**config.mk**
```make
export PLATFORM = sky130hd
export DESIGN_NAME = key_debouncer
export DESIGN_NICKNAME = d
export VERILOG_FILES = /design/src/rtl/key_debouncer.sv
export SDC_FILE = /design/constraint.sdc
export NUM_CORES = 1
export LEC_CHECK = 0
export CELL_PAD_IN_SITES_DETAIL_PLACEMENT = 0
export CELL_PAD_IN_SITES_GLOBAL_PLACEMENT = 1
export CORE_ASPECT_RATIO = 0.5
export CORE_UTILIZATION = 42
export CTS_CLUSTER_DIAMETER = 150
export DETAILED_ROUTE_END_ITERATION = 12
export GPL_TIMING_DRIVEN = 0
export PLACE_DENSITY = 0.81
export SLEW_MARGIN = 15
export SYNTH_ARGS = -nofsm -noshare
export SYNTH_HDL_FRONTEND = slang
export SYNTH_SLANG_ARGS = --single-unit
```
**constraint.sdc**
```tcl
create_clock -name clk_i -period 2.3 [get_ports clk_i]
set_clock_uncertainty 0.15 [all_clocks]
set_input_delay 0.46 -clock clk_i [delete_from_list [all_inputs] [get_ports clk_i]]
set_output_delay 0.46 -clock clk_i [all_outputs]
set_load 0.005 [all_outputs]
```
**src/rtl/key_debouncer.sv**
```systemverilog
`default_nettype none
// +--------------------------------------------------------------------------+
// | Module      : key_debouncer                                              |
// | Description : Debounces raw active-low push-button pins for the key and  |
// |               display unit. Each key is synchronized through two flops   |
// |               and must hold a new level for DEBOUNCE_CYCLES clocks        |
// |               before the clean level changes. Accepted changes also      |
// |               produce registered one-cycle press/release pulses.         |
// | Revision    : 1.0 - initial release                                      |
// +--------------------------------------------------------------------------+
// | Optional feature macro: KEY_AUTOREPEAT_EN                                |
// |   defined   : a held key emits extra press pulses, the first one         |
// |               REPEAT_DELAY cycles after the press pulse and then one     |
// |               every REPEAT_PERIOD cycles until the release is accepted.  |
// |   undefined : press pulses only on accepted presses; REPEAT_* unused.   |
// +--------------------------------------------------------------------------+
// | Parameters                                                               |
// |   NUM_KEYS         number of keys                                        |
// |   DEBOUNCE_CYCLES  stable cycles required before a level is accepted (>=2)|
// |   REPEAT_DELAY     press pulse to first auto-repeat, in cycles           |
// |   REPEAT_PERIOD    cycles between later auto-repeats (<= REPEAT_DELAY)   |
// | Ports                                                                    |
// |   clk_i            IO clock                                              |
// |   rst_i            synchronous active-high reset                         |
// |   keys_raw_i       raw pin levels, asynchronous, 0 = pressed             |
// |   keys_clean_o     debounced levels, 0 = pressed                         |
// |   press_pulse_o    one-cycle pulse per accepted press (and auto-repeat)  |
// |   release_pulse_o  one-cycle pulse per accepted release                  |
// +--------------------------------------------------------------------------+

module key_debouncer #(
  parameter int NUM_KEYS        = 4,
  parameter int DEBOUNCE_CYCLES = 150000,
  parameter int REPEAT_DELAY    = 7500000,
  parameter int REPEAT_PERIOD   = 1500000
) (
  input  logic                clk_i,
  input  logic                rst_i,
  input  logic [NUM_KEYS-1:0] keys_raw_i,
  output logic [NUM_KEYS-1:0] keys_clean_o,
  output logic [NUM_KEYS-1:0] press_pulse_o,
  output logic [NUM_KEYS-1:0] release_pulse_o
);

  // ---------------------------------------------------------------------
  // Parameter sanity: the stability counter needs at least one bit, and
  // the repeat counter is sized from REPEAT_DELAY so the period must fit.
  // ---------------------------------------------------------------------
  generate
    if (DEBOUNCE_CYCLES < 2 || REPEAT_DELAY < 2 || REPEAT_PERIOD < 1 ||
        REPEAT_PERIOD > REPEAT_DELAY) begin : g_bad_params
      $error("key_debouncer: illegal DEBOUNCE/REPEAT parameter combination");
    end
  endgenerate

  localparam int              CNT_W    = $clog2(DEBOUNCE_CYCLES);
  localparam logic [CNT_W-1:0] CNT_LAST = CNT_W'(DEBOUNCE_CYCLES - 1);

  // Two-flop synchronizer; only sync2_q feeds the key logic.
  logic [NUM_KEYS-1:0] sync1_q;
  logic [NUM_KEYS-1:0] sync2_q;

  // Accepted level per key: 1 = STABLE_HI (released), 0 = STABLE_LO.
  logic [NUM_KEYS-1:0] clean_q,   clean_d;
  logic [NUM_KEYS-1:0] press_q,   press_d;
  logic [NUM_KEYS-1:0] release_q, release_d;

  // Per-key stability counters.
  logic [CNT_W-1:0] cnt_q [NUM_KEYS];
  logic [CNT_W-1:0] cnt_d [NUM_KEYS];

`ifdef KEY_AUTOREPEAT_EN
  localparam int               RCNT_W      = $clog2(REPEAT_DELAY);
  localparam logic [RCNT_W-1:0] RCNT_DELAY  = RCNT_W'(REPEAT_DELAY - 1);
  localparam logic [RCNT_W-1:0] RCNT_PERIOD = RCNT_W'(REPEAT_PERIOD - 1);

  typedef enum logic {
    PH_INITIAL = 1'b0,
    PH_REPEAT  = 1'b1
  } phase_e;

  logic [RCNT_W-1:0] rcnt_q  [NUM_KEYS];
  logic [RCNT_W-1:0] rcnt_d  [NUM_KEYS];
  phase_e            phase_q [NUM_KEYS];
  phase_e            phase_d [NUM_KEYS];
`endif

  // ---------------------------------------------------------------------
  // Next-state logic
  // ---------------------------------------------------------------------
  always_comb begin
    clean_d   = clean_q;
    press_d   = '0;
    release_d = '0;
    cnt_d     = cnt_q;
`ifdef KEY_AUTOREPEAT_EN
    rcnt_d    = rcnt_q;
    phase_d   = phase_q;
`endif

    for (int k = 0; k < NUM_KEYS; k++) begin
      if (sync2_q[k] == clean_q[k]) begin
        // Level matches the accepted one: any glitch restarts the window.
        cnt_d[k] = '0;
      end else if (cnt_q[k] != CNT_LAST) begin
        cnt_d[k] = cnt_q[k] + 1'b1;
      end else begin
        // Window complete: accept the new level and flag the edge.
        cnt_d[k]     = '0;
        clean_d[k]   = sync2_q[k];
        press_d[k]   = ~sync2_q[k];
        release_d[k] = sync2_q[k];
      end

`ifdef KEY_AUTOREPEAT_EN
      // press_d/release_d only hold acceptance information at this point,
      // so an acceptance edge restarts the repeat timing. The repeat
      // counter only runs while the accepted level is pressed, and the
      // acceptance branch also masks any repeat in a release cycle.
      if (press_d[k] || release_d[k] || clean_q[k]) begin
        rcnt_d[k]  = '0;
        phase_d[k] = PH_INITIAL;
      end else if (phase_q[k] == PH_INITIAL && rcnt_q[k] == RCNT_DELAY) begin
        press_d[k] = 1'b1;
        rcnt_d[k]  = '0;
        phase_d[k] = PH_REPEAT;
      end else if (phase_q[k] == PH_REPEAT && rcnt_q[k] == RCNT_PERIOD) begin
        press_d[k] = 1'b1;
        rcnt_d[k]  = '0;
      end else begin
        rcnt_d[k]  = rcnt_q[k] + 1'b1;
      end
`endif
    end
  end

  // ---------------------------------------------------------------------
  // State registers
  // ---------------------------------------------------------------------
  always_ff @(posedge clk_i) begin
    if (rst_i) begin
      sync1_q   <= '1;
      sync2_q   <= '1;
      clean_q   <= '1;
      press_q   <= '0;
      release_q <= '0;
      for (int k = 0; k < NUM_KEYS; k++) begin
        cnt_q[k]   <= '0;
`ifdef KEY_AUTOREPEAT_EN
        rcnt_q[k]  <= '0;
        phase_q[k] <= PH_INITIAL;
`endif
      end
    end else begin
      sync1_q   <= keys_raw_i;
      sync2_q   <= sync1_q;
      clean_q   <= clean_d;
      press_q   <= press_d;
      release_q <= release_d;
      cnt_q     <= cnt_d;
`ifdef KEY_AUTOREPEAT_EN
      rcnt_q    <= rcnt_d;
      phase_q   <= phase_d;
`endif
    end
  end

  assign keys_clean_o    = clean_q;
  assign press_pulse_o   = press_q;
  assign release_pulse_o = release_q;

endmodule

`default_nettype wire

```
==> results.ini, run 1 <==
[yosys]
yosys.area.top_type=dfxtp_1
syn-instance-count=429
synth.avg_cell_area_um2=9.04
yosysWarnings=0
synth_common_cells=dfxtp_1 (92), nor2_1 (70), xnor2_1 (37), nand4_1 (24)
syn_area_um2=3880
synthFlopType=dfxtp_1
async_reset_ff_frac=0
synth_edf_count=0
yosysMostFrequentCell=dfxtp_1
ys_types=44
ys_ff_latch=92
ys_top_cells_by_area=dfxtp_1 (47%), xnor2_1 (8.4%), nor2_1 (6.8%)
syn-num-nets=439
netlist.area_leader.share=0.475
yosysSeqAreaShare=0.475

[timing]
holdWs_ns=0.254
period_needed_ns=2.23
slew_violations=0
rsz0062_at_grt=false
worstMarginPinSlew_ns=0.577
finalCritPeriodShare=0.969
hold_viol_final=0
setup_viol=0
relSlewSlack=0.612
max_freq_ghz=0.449

[floorplan]
die_w_um=138
io_pins=18
fp.dieArea_um2=9640
die-height_um=69.9
placementRows=24
core-area_um2=8830
initial_core_util=0.439

[setup_path]
crit_arrival_ns=2.31
crit_path_max_fanout=5
r2r_slack_ns=0.07
r2r-start=cnt_q[48]$_SDFF_PP0_
r2r-end=keys_clean_o[1]$_SDFFE_PP1P_
worst-r2r-cell-count=4
critPathCaptureType=flop
required_ns=2.38
worst-setup-path-type=reg -> reg
start_kind=flop

[placed_design]
place_area_um2=4190
dpl.cell_count=563
gp_congestion=0.804
place.detailed.hpwl_um=4860
portBuffers=17

[detailed_routing]
via_per_inst=5.05
drc=0
drtIter0Drc=153
ant_nets=0
routed_wl_um=7120
dr.pass1.iters=6
vias=2923
wl_per_cell_um=12.3

[min_path]
hold_start=sync1_q[3]$_SDFF_PP1_
hold_path_end=sync2_q[3]$_SDFF_PP1_
hold_depth=1
hp-class=reg -> reg

[global_routing]
grt_usage=0.166
antenna_found_initial=0
grt_first_pass_wirelength_um=12500
grt_pass1_vias=2716
grt_max_degree=15
overflow=0

[clocking]
clock_sinks=92
cts_made_buffers=9
root_buffer=clkbuf_16
clk-insertion-delay-late_ns=0.34
clk_pin_slew_ns=0.06
cts_tree=built
cts_hold_buf=0
clock_path_buffers=2
cts_htree_levels=3

[final_layout]
syn_to_final_growth_pct=16.9
n_fill_cell=847
drive_gt1_frac=0.0931
final-seq-area_um2=1840
final_nets=468
num_antenna_cells=0
multi_input_comb_area_um2=1970
design_area_um2=4530
finalNonFillerCells=579

[power]
power_mw=3.13
ir_drop_v=0.000396
powerDensity_nw_per_um2=691
p_leak_nw=1.39

[run_status]
outcome=finished clean

[flow_run]
cap_violations=0

## registers in the layout, indices dropped and copies added (netlist names)
| register | cells |
|---|---|
| cnt_q | 72 |
| keys_clean_o | 4 |
| press_pulse_o | 4 |
| release_pulse_o | 4 |
| sync1_q | 4 |
| sync2_q | 4 |
## worst max-delay path by stage
stage          depth (start not counted)                 start                           end
2_1_floorplan                          4  cnt_q[40]$_SDFF_PP0_  keys_clean_o[1]$_SDFFE_PP1P_
3_3_place_gp                           5                 rst_i          cnt_q[65]$_SDFF_PP0_
3_5_place_dp                           6  cnt_q[18]$_SDFF_PP0_          cnt_q[33]$_SDFF_PP0_
4_1_cts                                6   cnt_q[5]$_SDFF_PP0_          cnt_q[12]$_SDFF_PP0_
5_1_grt                                6   cnt_q[5]$_SDFF_PP0_          cnt_q[10]$_SDFF_PP0_
6_report                               4  cnt_q[48]$_SDFF_PP0_  keys_clean_o[1]$_SDFFE_PP1P_
## repair_timing
action | CTS | global route
resized for setup | 3 | 8
pin swaps | 0 | 2
buffers inserted | 0 | 1
endpoints found under the setup margin | 29 | 32
## cell families after synthesis
group                    after synthesis  share of synthesized area
XOR/XNOR                              58                      0.131
adder cells (fa/ha/maj)                4                     0.0129
buffers and inverters                 20                     0.0229
AND/OR/NAND/NOR                      231                      0.319
flip-flops                            92                      0.475
AO/OA/AOI/OAI                         24                     0.0387
## layout make-up
cell class                      instances  share of cell area
Timing Repair Buffer                   18              0.0392
Clock buffer                           12              0.0566
Tap cell                              117              0.0323
Buffer                                 13              0.0144
Inverter                                7             0.00580
Sequential cell                        92               0.407
Multi-Input combinational cell        317               0.435
Clock inverter                          3              0.0102
## per-stage QoR
stage	setup TNS, ns	util	worst slack (ns)
after floorplan	0	-	0.152
after global placement	-1.29	0.475	-0.0648
after detailed placement	-1.38	0.475	-0.0765
after CTS	0	0.511	0.0283
final	0	0.513	0.0714
after global routing	0	0.513	0.00485
## critical path, cell delays in order (launching register included)
cell and delay (ns):
dfxtp_1 0.35, or4b_1 0.51, or4_4 0.56, or2_4 0.27
a211o_1 0.28
## where the power goes
group          switching, mW  internal (mW)  total (mW)
combinational         0.0216         0.0199      0.0416
sequential           0.00482           1.60        1.61
clock                  0.587          0.897        1.48
## cell usage in the layout, fill, tap and decap left out, types with 5 or more instances in the layout
cell type        instances
nand2b_1                 8
nand2_1                 21
or2_2                   10
nand3_1                 19
or3_1                    5
clkbuf_16                9
nor2_1                  70
and4_1                   8
nor3_1                  18
clkdlybuf4s50_1         17
clkbuf_1                 9
nor4_1                  18
inv_1                    7
dfxtp_1                 91
xor2_1                  21
and3_1                   9
xnor2_1                 37
a21oi_1                 10
nand4_1                 24
## per-layer routing
layer | vias to the layer above | wire length, um | GRT usage
met3 | 4 | 206 | 0.0654
met1 | 1339 | 3770 | 0.219
met5 | - | 0 | 0
li1 | 1557 | - | -
met2 | 23 | 3100 | 0.256
met4 | 0 | 44 | 0.0326
(Power assumes the default switching activity.)
==> run 2: changes to the inputs <==
--- a/config.mk
+++ b/config.mk
@@ -5,9 +5,11 @@
 export SDC_FILE = /design/constraint.sdc
 export NUM_CORES = 1
 export LEC_CHECK = 0
+export CAP_MARGIN = 20
 export CELL_PAD_IN_SITES_DETAIL_PLACEMENT = 0
 export CELL_PAD_IN_SITES_GLOBAL_PLACEMENT = 1
 export CORE_ASPECT_RATIO = 0.5
+export CORE_MARGIN = 2
 export CORE_UTILIZATION = 42
 export CTS_CLUSTER_DIAMETER = 150
 export DETAILED_ROUTE_END_ITERATION = 12
==> run 2 against run 1 <==
  * Global-route usage is 0.58 points lower
  * Largest power group is now clock
  * Critical path type unchanged
  * Count of clock-buffer cells in the layout is 3 lower
  * Worst hold slack better by 0.0061 ns
  * Non-clock buffer count stayed put
  * First-iteration DRC count is 10% lower
==> results.ini, run 2 (synthesis gave the netlist of run 1 again) <==
[final_layout]
final_nets=468
syn_to_final_growth_pct=18.6
largest_reg_flops=72
num_antenna_cells=0
regMostFlops=cnt_q
final_common_cell=dfxtp_1
final_cell_mix=dfxtp_1 (88), nor2_1 (70), xnor2_1 (37), nand4_1 (24)
post-route-util=0.521
drive_gt1_frac=0.106

[timing]
setup_slack_ns=0.0658
finalCritPeriodShare=0.971
finalSetupTns_ns=0
period_needed_ns=2.23
hold_viol_final=0
max_freq_ghz=0.448
relSlewSlack=0.585
worstMarginPinSlew_ns=0.617
holdWs_ns=0.260
setup_viol=0
slew_violations=0

[global_routing]
overflow=0
grt_first_pass_wirelength_um=13000
grt_max_degree=17
grt_usage=0.160
antenna_found_initial=0
grt_pass1_vias=2894

[clocking]
cts_tree=built
clock_path_buffers=2
cts_htree_levels=3
cts_made_buffers=9
root_buffer=clkbuf_16
cts_hold_buf=0
clock_sinks=92
clk-insertion-delay-late_ns=0.34
clk_pin_slew_ns=0.06

[placed_design]
portBuffers=17
gp_congestion=0.788
place_ws_ns=-0.101
place.detailed.hpwl_um=4980

[floorplan]
die-height_um=71.9
placementRows=24
fp.dieArea_um2=10100
io_pins=18
die_w_um=140
core-area_um2=8830
initial_core_util=0.439

[run_status]
outcome=finished clean

[flow_run]
cap_violations=0

[detailed_routing]
vias=3001
via_per_inst=5.17
ant_nets=0
drc=0
dr.pass1.iters=4
wl_per_cell_um=12.6
routed_wl_um=7280
drtIter0Drc=137

[power]
p_leak_nw=1.43
power_mw=3.34
ir_drop_v=0.000397
powerDensity_nw_per_um2=727

[setup_path]
worst-setup-path-type=reg -> reg
crit_arrival_ns=2.32
r2r_slack_ns=0.07
crit_path_max_fanout=4
required_ns=2.38
critPathCaptureType=flop
start_kind=flop

[min_path]
hp-class=reg -> reg

==> run 2: cell count changes in the layout (fill, tap and decap cells not counted), sizes merged <==
cell,change
clkinv,+1
clkbuf,-4
inv,+2
buf,+1
bufinv,+2
clkinvlp,-1
==> run 2: final cells by class <==
type	count	area, um2
Fill cell	863	4230
Clock buffer	9	225
Clock inverter	7	121
Tap cell	117	146
Buffer	12	65.1
Timing Repair Buffer	19	185
Sequential cell	92	1850
Inverter	7	26.3
Multi-Input combinational cell	317	1980
==> run 2: path summary, 6_finish.rpt <==
kind,startpoint,endpoint,depth (start not counted)
setup reg to reg,cnt_q[49]$_SDFF_PP0_,keys_clean_o[1]$_SDFFE_PP1P_,4
hold reg to reg,sync1_q[0]$_SDFF_PP1_,sync2_q[0]$_SDFF_PP1_,1
setup / recovery,cnt_q[49]$_SDFF_PP0_,keys_clean_o[1]$_SDFFE_PP1P_,4
hold / removal,sync1_q[0]$_SDFF_PP1_,sync2_q[0]$_SDFF_PP1_,1
==> run 2: where the power goes <==
part           total, mW  switching, mW  internal, mW
clock network       1.69          0.625          1.07
logic             0.0428         0.0222        0.0206
registers           1.61        0.00487          1.60
total               3.34          0.652          2.69
==> run 2: per-layer routing <==
metal,up-vias,track usage,wire length [um]
met2,29,0.266,3230
met4,0,0.0467,67
met3,7,0.0614,266
li1,1568,-,-
met1,1397,0.198,3710
met5,-,0,0
==> run 2: what timing repair did <==
item | in CTS | in global routing
resized for setup | 3 | 13
pin swaps | 0 | 2
endpoints found under the setup margin | 30 | 42
setup buffers | 0 | 2
==> run 2: per-stage QoR <==
step                      instance area (um2)  instances
after global placement                   4190        563
after detailed placement                 4190        563
after global routing                     4600        580
final                                    4600        580
after CTS                                4560        579
after floorplan                          3880        429
==> run 2: worst max-delay path: stages, from the launching register on <==
cell     delay, ns
dfxtp_2       0.34
or4b_1        0.52
or4_4         0.57
or2_4         0.27
a211o_1       0.28
